File: src/rtl/path_delay_launcher.sv
// Launch/capture controller for a delay-test path: times rising (and optionally falling) path latency over
// a programmed number of trials. Optional falling-edge timing is enabled by defining PATH_DELAY_FALL_EN.
module path_delay_launcher #(
    parameter int TRIAL_W     = 8,
    parameter int LAT_W       = 8,
    parameter int SUM_W       = 16,
    parameter int TIMEOUT     = 200,
    parameter int SETTLE      = 16,
    parameter int SYNC_STAGES = 2
) (
    input  logic               clk,
    input  logic               rst,
    input  logic               start,
    input  logic [TRIAL_W-1:0] trials,
    output logic               path_in,
    input  logic               path_out,
    output logic               busy,
    output logic               done,
    output logic [LAT_W-1:0]   lat_min,
    output logic [LAT_W-1:0]   lat_max,
    output logic [SUM_W-1:0]   lat_sum,
    output logic [SUM_W-1:0]   fall_sum,
    output logic [TRIAL_W-1:0] timeout_n,
    output logic               stuck_err
);

    localparam logic [2:0] ST_IDLE   = 3'd0;
    localparam logic [2:0] ST_SETTLE = 3'd1;
    localparam logic [2:0] ST_LAUNCH = 3'd2;
    localparam logic [2:0] ST_WAIT   = 3'd3;
    localparam logic [2:0] ST_RETURN = 3'd4;
    localparam logic [2:0] ST_FINISH = 3'd5;

    localparam int SET_W = $clog2(SETTLE + 1);

    logic [2:0]             state;
    logic [SYNC_STAGES-1:0] syncFf;
    logic                   synced;
    logic [SET_W-1:0]       settleCnt;
    logic [LAT_W-1:0]       latCnt;
    logic [LAT_W-1:0]       latency;
    logic [TRIAL_W-1:0]     trialCnt;
    logic [TRIAL_W-1:0]     trialsLatched;

    function automatic logic [SUM_W-1:0] satAdd(input logic [SUM_W-1:0] acc, input logic [LAT_W-1:0] inc);
        logic [SUM_W:0] total;
        total = {1'b0, acc} + (SUM_W+1)'(inc);
        return total[SUM_W] ? '1 : total[SUM_W-1:0];
    endfunction

    assign synced = syncFf[SYNC_STAGES-1];

    always_ff @(posedge clk or posedge rst) begin
        if (rst) syncFf <= '0;
        else     syncFf <= {syncFf[SYNC_STAGES-2:0], path_out};
    end

`ifdef PATH_DELAY_FALL_EN
    logic             fallActive;
    logic [LAT_W-1:0] fallCnt;

    // Falling latency runs from the RETURN edge until the synchronised output drops, capped at SETTLE.
    always_ff @(posedge clk or posedge rst) begin
        if (rst) begin
            fallActive <= 1'b0;
            fallCnt    <= '0;
            fall_sum   <= '0;
        end else if (state == ST_IDLE && start) begin
            fallActive <= 1'b0;
            fall_sum   <= '0;
        end else if (state == ST_RETURN) begin
            fallActive <= 1'b1;
            fallCnt    <= '0;
        end else if (state == ST_SETTLE && fallActive) begin
            if (!synced || settleCnt == SET_W'(SETTLE - 1)) begin
                fallActive <= 1'b0;
                fall_sum   <= satAdd(fall_sum, synced ? LAT_W'(SETTLE) : fallCnt);
            end else begin
                fallCnt <= fallCnt + LAT_W'(1);
            end
        end
    end
`else
    assign fall_sum = '0;
`endif

    // NOTE: every flop here holds control or result state, so all of them get the async reset; <= keeps updates race-free.
    always_ff @(posedge clk or posedge rst) begin
        if (rst) begin
            state         <= ST_IDLE;
            path_in       <= 1'b0;
            busy          <= 1'b0;
            done          <= 1'b0;
            lat_min       <= '1;
            lat_max       <= '0;
            lat_sum       <= '0;
            timeout_n     <= '0;
            stuck_err     <= 1'b0;
            settleCnt     <= '0;
            latCnt        <= '0;
            latency       <= '0;
            trialCnt      <= '0;
            trialsLatched <= '0;
        end else begin
            done <= 1'b0;
            case (state)
                ST_IDLE: begin
                    if (start) begin
                        trialsLatched <= trials;
                        trialCnt      <= '0;
                        settleCnt     <= '0;
                        lat_min       <= '1;
                        lat_max       <= '0;
                        lat_sum       <= '0;
                        timeout_n     <= '0;
                        stuck_err     <= 1'b0;
                        busy          <= 1'b1;
                        state         <= (trials == '0) ? ST_FINISH : ST_SETTLE;
                    end
                end
                ST_SETTLE: begin
                    path_in   <= 1'b0;
                    settleCnt <= settleCnt + SET_W'(1);
                    if (settleCnt == SET_W'(SETTLE - 1)) begin
                        settleCnt <= '0;
                        if (synced) begin
                            stuck_err <= 1'b1;
                            state     <= ST_FINISH;
`ifdef PATH_DELAY_FALL_EN
                        end else if (trialCnt == trialsLatched) begin
                            state <= ST_FINISH;
`endif
                        end else begin
                            state <= ST_LAUNCH;
                        end
                    end
                end
                ST_LAUNCH: begin
                    path_in <= 1'b1;
                    latCnt  <= '0;
                    state   <= ST_WAIT;
                end
                ST_WAIT: begin
                    // The recorded count includes the synchroniser stages.
                    if (synced) begin
                        latency <= latCnt;
                        state   <= ST_RETURN;
                    end else if (latCnt == LAT_W'(TIMEOUT)) begin
                        latency   <= LAT_W'(TIMEOUT);
                        timeout_n <= timeout_n + TRIAL_W'(1);
                        state     <= ST_RETURN;
                    end else begin
                        latCnt <= latCnt + LAT_W'(1);
                    end
                end
                ST_RETURN: begin
                    path_in  <= 1'b0;
                    trialCnt <= trialCnt + TRIAL_W'(1);
                    lat_sum  <= satAdd(lat_sum, latency);
                    if (latency < lat_min) lat_min <= latency;
                    if (latency > lat_max) lat_max <= latency;
`ifdef PATH_DELAY_FALL_EN
                    state <= ST_SETTLE;
`else
                    state <= (trialCnt + TRIAL_W'(1) == trialsLatched) ? ST_FINISH : ST_SETTLE;
`endif
                end
                ST_FINISH: begin
                    done  <= 1'b1;
                    busy  <= 1'b0;
                    state <= ST_IDLE;
                end
                default: state <= ST_IDLE;
            endcase
        end
    end

endmodule
File: config.mk
export PLATFORM = sky130hd
export DESIGN_NAME = path_delay_launcher
export DESIGN_NICKNAME = d
export VERILOG_FILES = /design/src/rtl/path_delay_launcher.sv
export SDC_FILE = /design/constraint.sdc
export NUM_CORES = 1
export LEC_CHECK = 0
export CORE_MARGIN = 3
export CORE_UTILIZATION = 39
export CTS_BUF_LIST = sky130_fd_sc_hd__clkbuf_8
export DETAILED_ROUTE_END_ITERATION = 12
export PLACE_DENSITY = 0.68
export SYNTH_ARGS = -nofsm -noshare
export SYNTH_HDL_FRONTEND = slang
export SYNTH_SLANG_ARGS = --single-unit
File: constraint.sdc
create_clock -name clk -period 3.7 [get_ports clk]
set_clock_uncertainty 0.2 [all_clocks]
set_input_delay 0.74 -clock clk [delete_from_list [all_inputs] [get_ports clk]]
set_output_delay 0.74 -clock clk [all_outputs]
set_load 0.01 [all_outputs]
After elaboration in Yosys (flattened, before gate mapping)
Index checks and enable logic that the tools add are counted.

$lt $le $gt $ge: 2. Div/mod/pow operators: 0. Bitwise gates (word level): 0. Reductions and logical operators: 21. Add/sub/neg operators: 5. $mul: 0. Multiplexer cells: 37. Eq/ne operators: 17. Shift-type cells: 0.

Operators by type and width (count): 2-to-1 mux 8 bit (10); case mux 8 bit (2 select lines) (5); 2-to-1 mux 16 bit (2); case mux 16 bit (2 select lines) (1); adder 8 x 1 -> 8 bit (second input constant) (3); 2-to-1 mux 3 bit (7); adder 16 x 8 -> 17 bit (1); inequality test 2 bit (second input constant) (8); case mux 3 bit (5 select lines) (1); nonzero test 2 bit (7); AND reduction 3 bit (4); 2-to-1 mux 5 bit (2); case mux 5 bit (2 select lines) (1); AND reduction 2 bit (5); == test 8 bit (1); == test 8 bit (second input constant) (1); > comparator 8 bit (1); logical NOT 8 bit (1); < comparator 8 bit (1); AND reduction 4 bit (2); == test 3 x 2 -> 1 bit (second input constant) (2); == test 3 bit (second input constant) (2); case mux 1 bit (2 select lines) (3); adder 5 x 1 -> 5 bit (second input constant) (1); other kinds (6) (10).

RAM bits: 0. ROM bits: 0. Bits in registers: 86. Bits in latches: 0. Bits of input ports: 12. Logic and storage cells: 97. Output and inout port bits: 60. Memories kept: 0.

Depth between registers and ports, before layout
Gate-level depths: netlist (run 1).

Word-level depth: 4. Mapped depth: 8. Mapped depth without buffers: 7.

Least setup slack after synthesis (run 1)
No wires, ideal clock.

Path kind: register to register. Start point: register lat_sum[0]. End point: register lat_sum[13]. Period minus slack after synthesis: 2547 ps. Setup slack: 1153 ps. Stages on the path, launching flop included: 9. Data arrival time: 2207 ps. Setup time: 140 ps. Path buffers: 1. Data required time: 3360 ps. Path through: dfrtp_1 ha_1 fa_1 a211oi_1 o211a_1 nor3_1 buf_2 a211oi_1 a311oi_1.

Word-level cells in the longest chain between the ends: 3.

Ends and longest elaborated chain: start: declaration (line 21) `output logic [SUM_W-1:0] lat_sum,`; start signal: assignment (line 159) `lat_sum <= satAdd(lat_sum, latency);`; adder 16 x 8 -> 17 bit (line 47) `total = {1'b0, acc} + (SUM_W+1)'(inc);`; 2-to-1 mux 16 bit (line 48) `return total[SUM_W] ? '1 : total[SUM_W-1:0];`; case mux 16 bit (2 select lines) (line 106) `case (state)`.

Every way passes these cells. A chain may end at the register's enable or synchronous reset.

Final worst setup path (run 1)
Start point: register latency[0]. End point: register lat_sum[13].

Word-level cells in the longest chain between the ends: 3.

Ends and longest elaborated chain: start: declaration (line 41) `logic [LAT_W-1:0] latency;`; start signal: assignment (line 146) `latency <= latCnt;`; start signal: assignment (line 149) `latency <= LAT_W'(TIMEOUT);`; adder 16 x 8 -> 17 bit (line 47); 2-to-1 mux 16 bit (line 48); case mux 16 bit (2 select lines) (line 106).

Every way passes these cells.

==> reports/summary.txt, run 1 <==
status - complete, no violations
post-route setup slack - 926.4 ps
Post-synth top flop - dfrtp_1
number of vias per cell - 5.364
DR WL/cell - 15.23 µm
initial cell density of the core - 40.95%
Cell Area, Synth - 5041 µm²
peak supply drop - 0.3068 mV
CTS clk-pin slew, worst paths - 100 ps
Die Height - 119.7 µm
largest net degree at the start of global routing - 33
Max Slew Vio Count - 0
RR Endpoint - lat_sum[13]
Worst Max-Slew Pin Slew - 652.9 ps
commonest non-fill, non-tap cell in the layout - dfrtp_1
ys async rst share - 100.0%
count of cell types in the netlist - 65
startpoint types - flip-flop
setup tns final - 0 ps
number of synthesized flops with an enable pin - 0
Post-Syn Instances - 538
slew margin rel. - 56.38%
GRT Total Usage - 16.57%
CTS Sinks - 86
worst slack at placement - 944.7 ps
Seq pwr share - 39.1%
CTS buffer count - 9
root buf cell - clkbuf_8
Post-Route WL - 11620 µm
worst min-delay path endpoint - syncFf[1]
crit path time final - 2774 ps
CTS max path bufs - 2
largest cells by area after synthesis - dfrtp_1 (39%), ha_1 (6.9%), nand2_1 (4.8%), dfstp_2 (4.2%), mux2i_1 (3.4%)
Inst Count DP - 747
Ys Warns - 0
combinational power share - 42.6%
fraction of layout cells with a size suffix above 1 - 7.563%
global-route wire length before repair - 19590 µm
Crit Path Category - reg -> reg
H-tree depth - 3
Post-DP HPWL - 8500 µm
Port Buf Inserts - 55
pwr dens - 649.5 nW/µm²
Resize count post-CTS - 0
DRT iter0 DRCs - 280
Final Cell Area - 5899 µm²
filler cell count - 1147
CP max FO - 11
Site Rows - 40
Hold Fails Final Rpt - 0
sequential area share after synthesis - 42.89%
hold_sp - syncFf[0]
WP data required - 3760 ps
gr ovfl total - 0
clock network power share - 18.3%
Skew-Pair Late Insertion Delay - 380 ps
Nets - 631
P_int - 2.239 mW
placed cell areas - 5697 µm²
FMAX - 360.5 MHz
vias in the first global route - 4038
Mean Syn Cell Area - 9.370 µm²
crit end category - flip-flop
initial antenna violation count - 0
Inserted Diodes - 0
GP Congestion - 0.8733
leading area contributor after synthesis - dfrtp_1
commonest non-fill, non-tap cells in the layout - dfrtp_1 (78), nand2_1 (65), clkdlybuf4s50_1 (55)
# hold bufs at CTS - 0
final worst-path cycle share - 74.96%
Residual DRC - 0
Lkg Pwr - 2.604 nW
final cell count without fillers - 763
total die area - 14330 µm²
RSZ-0062 raised after global routing - false
Die W - 119.7 µm
R2R depth - 8
boundary pin count - 72
hold depth - 0
CORE AREA - 12310 µm²
share of the synthesized area in the top cell type - 38.72%
worst reg2reg startpoint - latency[0]
Worst R2R Setup Slack - 930 ps
Synth Register Bits - 86
via count - 4093
drt pass-1 iters - 4
HP Class - reg -> reg
Finish-stage setup viols - 0
switch share - 41.56%
sw power - 1.592 mW
Syn-to-layout area delta - 17.03%
Setup Fix Bufs, Post-CTS - 0
CP arrival - 2830 ps
post-route ant nets - 0
maximum capacitance violations - 0
CTS tree - built
-- power by group through the flow --
stage	registers (mW)	clock network (mW)	logic [mW]
2_1_floorplan	1.43	0	1.16
3_3_place_gp	1.50	0	1.56
3_5_place_dp	1.51	0	1.62
4_1_cts	1.50	0.713	1.64
5_1_grt	1.55	0.742	1.84
6_report	1.50	0.701	1.63
-- per-layer routing --
metal | GRT usage (%) | share of wire, % | routed length [µm]
met5 | 0 | 0 | 0
met4 | 4.653 | 1.3 | 148
met3 | 3.487 | 4.3 | 505
met2 | 27.19 | 48 | 5619
met1 | 22.23 | 46 | 5349
-- flip-flops by register name, indices dropped and copies added, names as in the netlist, 8 cells and up --
| name | count |
|---|---|
| latCnt | 8 |
| latency | 8 |
| timeout_n | 8 |
| trialsLatched | 8 |
| lat_min | 8 |
| lat_sum | 16 |
| lat_max | 8 |
| trialCnt | 8 |
-- through the flow --
| step | utilization [%] | power, mW | hold WS (ps) |
|---|---|---|---|
| after detailed placement | 46.27 | 3.134 | 141.7 |
| after CTS | 47.92 | 3.849 | 161.2 |
| after global routing | 47.92 | 4.130 | 171.8 |
| final | 47.92 | 3.831 | 163.1 |
| after global placement | 46.27 | 3.059 | 133.7 |
| after floorplan | - | 2.599 | 131.2 |
-- final cells by class --
type / count / area, µm² / area share [%]
Multi-Input combinational cell: 399 / 2600 / 44.07
Clock buffer: 9 / 123.9 / 2.100
Tap cell: 168 / 210.2 / 3.563
Inverter: 32 / 121.4 / 2.057
Timing Repair Buffer: 62 / 603.1 / 10.22
Clock inverter: 7 / 78.83 / 1.336
Sequential cell: 86 / 2162 / 36.65
-- how the worst max path moves through the flow --
stage,startpoint,slack (ps),endpoint,cells past startpoint
2_1_floorplan,rst,550,busy,1
3_3_place_gp,start,1020,trialCnt[6],6
3_5_place_dp,latency[0],940,lat_sum[2],8
4_1_cts,latency[0],940,lat_sum[2],8
5_1_grt,latency[0],780,lat_sum[2],8
6_report,latency[0],930,lat_sum[13],8
-- cells in the mapped netlist, drive strengths merged (11+ instances only) --
library cell / instances
a211oi: 11
a21oi: 36
buf: 22
clkbuf: 14
dfrtp: 78
ha: 28
inv: 32
mux2i: 17
nand2: 65
nor2: 45
o21ai: 34
xnor2: 18
-- critical path: stages, from the launching register on --
cell,delay [ps]
dfrtp_1,430
ha_1,240
fa_1,440
a211oi_1,420
o211a_1,220
nor3_1,50
buf_4,190
a211oi_1,320
a311oi_1,140
-- logic make-up after synthesis --
logic type,share of synthesized area [%]
compound gates,17.37
xor+xnor,4.691
fa+ha+maj,7.347
mux,3.375
flops,42.89
buf+inv,6.652
simple gates,17.60
other cells,0.07439
No activity file was read; power rests on OpenSTA's default activity.
==> run 2: changes to the inputs <==
PLACE_DENSITY = 0.71   (was 0.68)
clock period = 2.35 ns   (was 3.7 ns; I/O delays follow)
==> run 2 against run 1 <==
Effect of this change: register-to-register slack worse by 910 ps; worst hold slack worse by 4.5 ps; die area stayed put; core utilization is 2.3 points higher; combinational power is 78% higher.
==> reports/summary.txt, run 2 (synthesized netlist as in run 1, its figures left out) <==
status - complete, no violations
met3 Use GR - 3.817%
R2R depth - 9
Inst Count DP - 762
DRT iter0 DRCs - 387
RSZ-0062 raised after global routing - true
clock network power share - 19.9%
hold depth - 0
via count - 4167
sw power - 2.527 mW
Nets - 649
startpoint types - flip-flop
worst min-delay path endpoint - syncFf[1]
combinational power share - 45.1%
Site Rows - 40
hold_sp - syncFf[0]
Post-Route WL - 11830 µm
DR WL/cell - 15.14 µm
FMAX - 428.8 MHz
Hold Fails Final Rpt - 0
P_int - 3.910 mW
final cell count without fillers - 781
Seq pwr share - 35.0%
switch share - 39.25%
Post-DP HPWL - 8733 µm
maximum capacitance violations - 0
Buf/Inv on CP - 2
met1 Track Usage GR - 21.94%
Die W - 119.7 µm
CTS tree - built
GR peak layer - met2
HP Class - reg -> reg
commonest non-fill, non-tap cells in the layout - dfrtp_1 (78), nand2_1 (65), clkdlybuf4s50_1 (55)
post-route ant nets - 0
crit path time final - 2332 ps
Critical Path Slowest Stage Cell - dfrtp_1
Skew-Pair Late Insertion Delay - 370 ps
post-route setup slack - 18.00 ps
CP arrival - 2420 ps
initial antenna violation count - 0
slew margin rel. - 55.84%
Residual DRC - 0
worst reg2reg startpoint - latency[0]
Hold WS - 158.6 ps
boundary pin count - 72
Worst Max-Slew Pin Slew - 660.9 ps
root buf cell - clkbuf_8
Final Core Density - 50.18%
crit end category - flip-flop
GP Congestion - 0.9062
grt met2 use - 27.44%
Port Buf Inserts - 55
peak supply drop - 0.4524 mV
RR Endpoint - lat_sum[12]
GRT Total Usage - 16.82%
largest net degree at the start of global routing - 87
# hold bufs at CTS - 0
initial cell density of the core - 40.95%
Die Height - 119.7 µm
CTS Sinks - 86
H-tree depth - 3
setup tns final - 0 ps
CTS max path bufs - 2
max reg flops - 16
fraction of layout cells with a size suffix above 1 - 12.72%
CP max FO - 9
WP data required - 2440 ps
CTS buffer count - 9
drt pass-1 iters - 5
Lkg Pwr - 2.726 nW
worst slack at placement - -7.693 ps
Worst R2R Setup Slack - 20 ps
crit path cell chain - ha_2, fa_2, a211oi_2, o211a_1, nor3_1, buf_4, buf_4, and4_1, nor3_1
global-route wire length before repair - 19730 µm
number of vias per cell - 5.335
CP max stage delay - 390 ps
CORE AREA - 12310 µm²
Max Slew Vio Count - 0
pwr dens - 1042 nW/µm²
Top delay family on crit path - adder cells
vias in the first global route - 4207
Finish-stage setup viols - 0
CTS clk-pin slew, worst paths - 80 ps
Crit Path Category - reg -> reg
total die area - 14330 µm²
Inserted Diodes - 0
largest reg by FF count - lat_sum
final worst-path cycle share - 99.23%
Syn-to-layout area delta - 22.56%
gr ovfl total - 0
commonest non-fill, non-tap cell in the layout - dfrtp_1
## run 2: changes by cell type in the layout (fill, tap and decap cells not counted), sizes merged
| cell | previous run | this run |
|---|---|---|
| inv | 34 | 31 |
| bufinv | 1 | 3 |
| clkbuf | 9 | 10 |
| clkinv | 2 | 3 |
| buf | 7 | 25 |
| clkinvlp | 2 | 1 |
## run 2: routing by layer
metal | wire length, µm | up-vias | share of wire [%]
li1 | - | 2016 | -
met1 | 5346 | 2039 | 45
met5 | 0 | - | 0
met3 | 572 | 13 | 4.8
met2 | 5745 | 99 | 49
met4 | 163 | 0 | 1.4
## run 2: through the flow
| step | total power, mW | cell area, µm² |
|---|---|---|
| after CTS | 6.413 | 6108 |
| after global placement | 4.987 | 5839 |
| after floorplan | 4.103 | 5116 |
| final | 6.437 | 6178 |
| after global routing | 6.930 | 6178 |
| after detailed placement | 5.119 | 5839 |
## run 2: what timing repair did
| action | CTS | global route |
|---|---|---|
| endpoints found under the hold margin | 0 | 0 |
| gates resized for setup | 0 | 15 |
| setup buffers | 3 | 0 |
| pin swaps | 5 | 5 |
| setup endpoints to repair | 9 | 18 |
## run 2: area by class of cell
type                       instances  area [µm²]
clock inverter                     6       108.9
clock buffer                      10       137.6
fill                            1154        6133
multi-input combinational        399        2685
inverter                          32       123.9
tap                              168       210.2
sequential                        86        2162
timing repair buffer              80       750.7
## run 2: worst max-delay path by stage
stage	startpoint	end	depth (start not counted)
6_report	latency[0]	lat_sum[12]	9
3_3_place_gp	lat_sum[0]	lat_sum[0]	8
4_1_cts	latency[0]	lat_sum[10]	8
2_1_floorplan	lat_sum[0]	lat_sum[15]	8
5_1_grt	latency[0]	lat_sum[14]	9
3_5_place_dp	lat_sum[0]	lat_sum[10]	8
## run 2: power by group through the flow
stage	registers (mW)	clock network [mW]	logic, mW
after floorplan	2.26	0	1.84
after global placement	2.26	0	2.72
after detailed placement	2.28	0	2.84
after CTS	2.25	1.30	2.85
after global routing	2.32	1.37	3.24
final	2.26	1.28	2.90
==> run 3: changes to the inputs <==
MAX_ROUTING_LAYER = met4   (was not set)
==> run 3 against run 2 <==
Effect of this change: global-route usage up 0.90 points; register-to-register slack about the same; core utilization down 0.24 points; flip-flop and latch count unchanged; critical endpoint is now lat_sum[10]; clock power down 16%; cell count up 0.38%; worst setup slack worse by 11 ps; die area unchanged; critical path depth down 1; sequential share of layout area up 0.17 points; routed wire length up 0.90%; via count up 0.79%; critical path type unchanged.
==> reports/summary.txt, run 3 (synthesized netlist as in run 1, its figures left out) <==
P_int - 3.689 mW
drt pass-1 iters - 5
largest reg by FF count - lat_sum
fraction of layout cells with a size suffix above 1 - 12.34%
FMAX - 426.7 MHz
largest net degree at the start of global routing - 41
Syn-to-layout area delta - 21.97%
max reg flops - 16
DRT iter0 DRCs - 359
GRT Total Usage - 17.72%
Lkg Pwr - 2.725 nW
Post-DP HPWL - 8985 µm
CTS max path bufs - 2
final worst-path cycle share - 99.72%
CORE AREA - 12310 µm²
Finish-stage setup viols - 0
Port Buf Inserts - 55
WP data required - 2430 ps
commonest non-fill, non-tap cells in the layout - dfrtp_1 (78), nand2_1 (65), clkdlybuf4s50_1 (55)
gr ovfl total - 0
CTS clk-pin slew, worst paths - 100 ps
startpoint types - flip-flop
Site Rows - 40
Post-Route WL - 11930 µm
Final Core Density - 49.94%
commonest non-fill, non-tap cell in the layout - dfrtp_1
global-route wire length before repair - 20110 µm
CP max FO - 6
switch share - 40.92%
DR WL/cell - 15.22 µm
CTS Sinks - 86
boundary pin count - 72
Skew-Pair Late Insertion Delay - 390 ps
RSZ-0062 raised after global routing - true
Seq pwr share - 36.0%
pwr dens - 1016 nW/µm²
number of vias per cell - 5.357
vias in the first global route - 4276
peak supply drop - 0.4473 mV
CTS buffer count - 9
crit end category - flip-flop
root buf cell - clkbuf_8
Die W - 119.7 µm
CTS tree - built
GP Congestion - 0.9324
post-route ant nets - 0
H-tree depth - 3
placed cell areas - 5862 µm²
Inserted Diodes - 0
Final Cell Area - 6148 µm²
clock network power share - 17.3%
status - complete, no violations
Crit Path Category - reg -> reg
multi-input logic area - 2666 µm²
sw power - 2.555 mW
filler cell count - 1160
total die area - 14330 µm²
Die Height - 119.7 µm
Nets - 652
register area - 2162 µm²
combinational power share - 46.8%
# hold bufs at CTS - 0
maximum capacitance violations - 0
CP arrival - 2430 ps
Max Slew Vio Count - 0
Residual DRC - 0
via count - 4200
Final Power - 6.244 mW
initial antenna violation count - 0
crit path time final - 2343 ps
Hold WS - 156.9 ps
slew margin rel. - 60.41%
HP Class - reg -> reg
initial cell density of the core - 40.95%
Hold Fails Final Rpt - 0
Worst Max-Slew Pin Slew - 593.8 ps
-- run 3: cell count changes in the layout (fill, tap and decap cells not counted), moves of 2 or more --
cell	change
o21ai_1	+2
bufinv_16	-2
a21oi_2	-3
a21oi_1	+4
-- run 3: per-layer routing --
metal  track usage, %  wire length [µm]
met1            22.31              5447
met5                -                 0
met3            3.629               470
met2            27.90              5754
met4            7.516               260
-- run 3: worst paths after layout --
check	startpoint	to	slack [ps]	cells after the start
max in group asynchronous	rst	lat_min[2]	1060	3
worst min register to register	syncFf[0]	syncFf[1]	160	0
worst max register to register	latency[0]	lat_sum[10]	7	8
worst min-delay path	syncFf[0]	syncFf[1]	160	0
worst max-delay path	latency[0]	lat_sum[10]	7	8
min in group asynchronous	rst	latCnt[2]	240	2
-- run 3: power by group through the flow --
stage               clock network (mW)  registers [mW]  logic [mW]
floorplan                            0            2.26        1.84
global placement                     0            2.26        2.74
detailed placement                   0            2.27        2.85
CTS                               1.11            2.24        2.86
global route                      1.17            2.30        3.26
finish                            1.08            2.25        2.92
-- run 3: per-stage QoR --
stage,setup TNS (ps),worst slack (ps),instances
3_3_place_gp,0,70.56,765
4_1_cts,0,4.506,781
3_5_place_dp,0,21.01,765
6_report,0,6.645,784
5_1_grt,-712.0,-80.42,784
2_1_floorplan,0,33.97,553
-- run 3: layout make-up --
cell class | count | area share [%]
clock buffers | 9 | 2.015
clock inverters | 7 | 1.221
inverters | 32 | 2.015
multi-input cells | 399 | 43.37
flip-flops and latches | 86 | 35.16
well taps | 168 | 3.419
repair buffers | 83 | 12.80
-- run 3: worst max-delay path: stages (launching register included) --
cell and delay, ps:
dfrtp_1 390, ha_2 220, fa_2 390, a211oi_4 260
o211a_1 180, nor3_2 60, buf_6 150, and3_1 170
a311oi_1 240
-- run 3: repair_timing --
item / 4_1_cts / 5_1_grt
gates resized for setup: 0 / 14
setup buffers: 0 / 2
endpoints found under the setup margin: 0 / 20
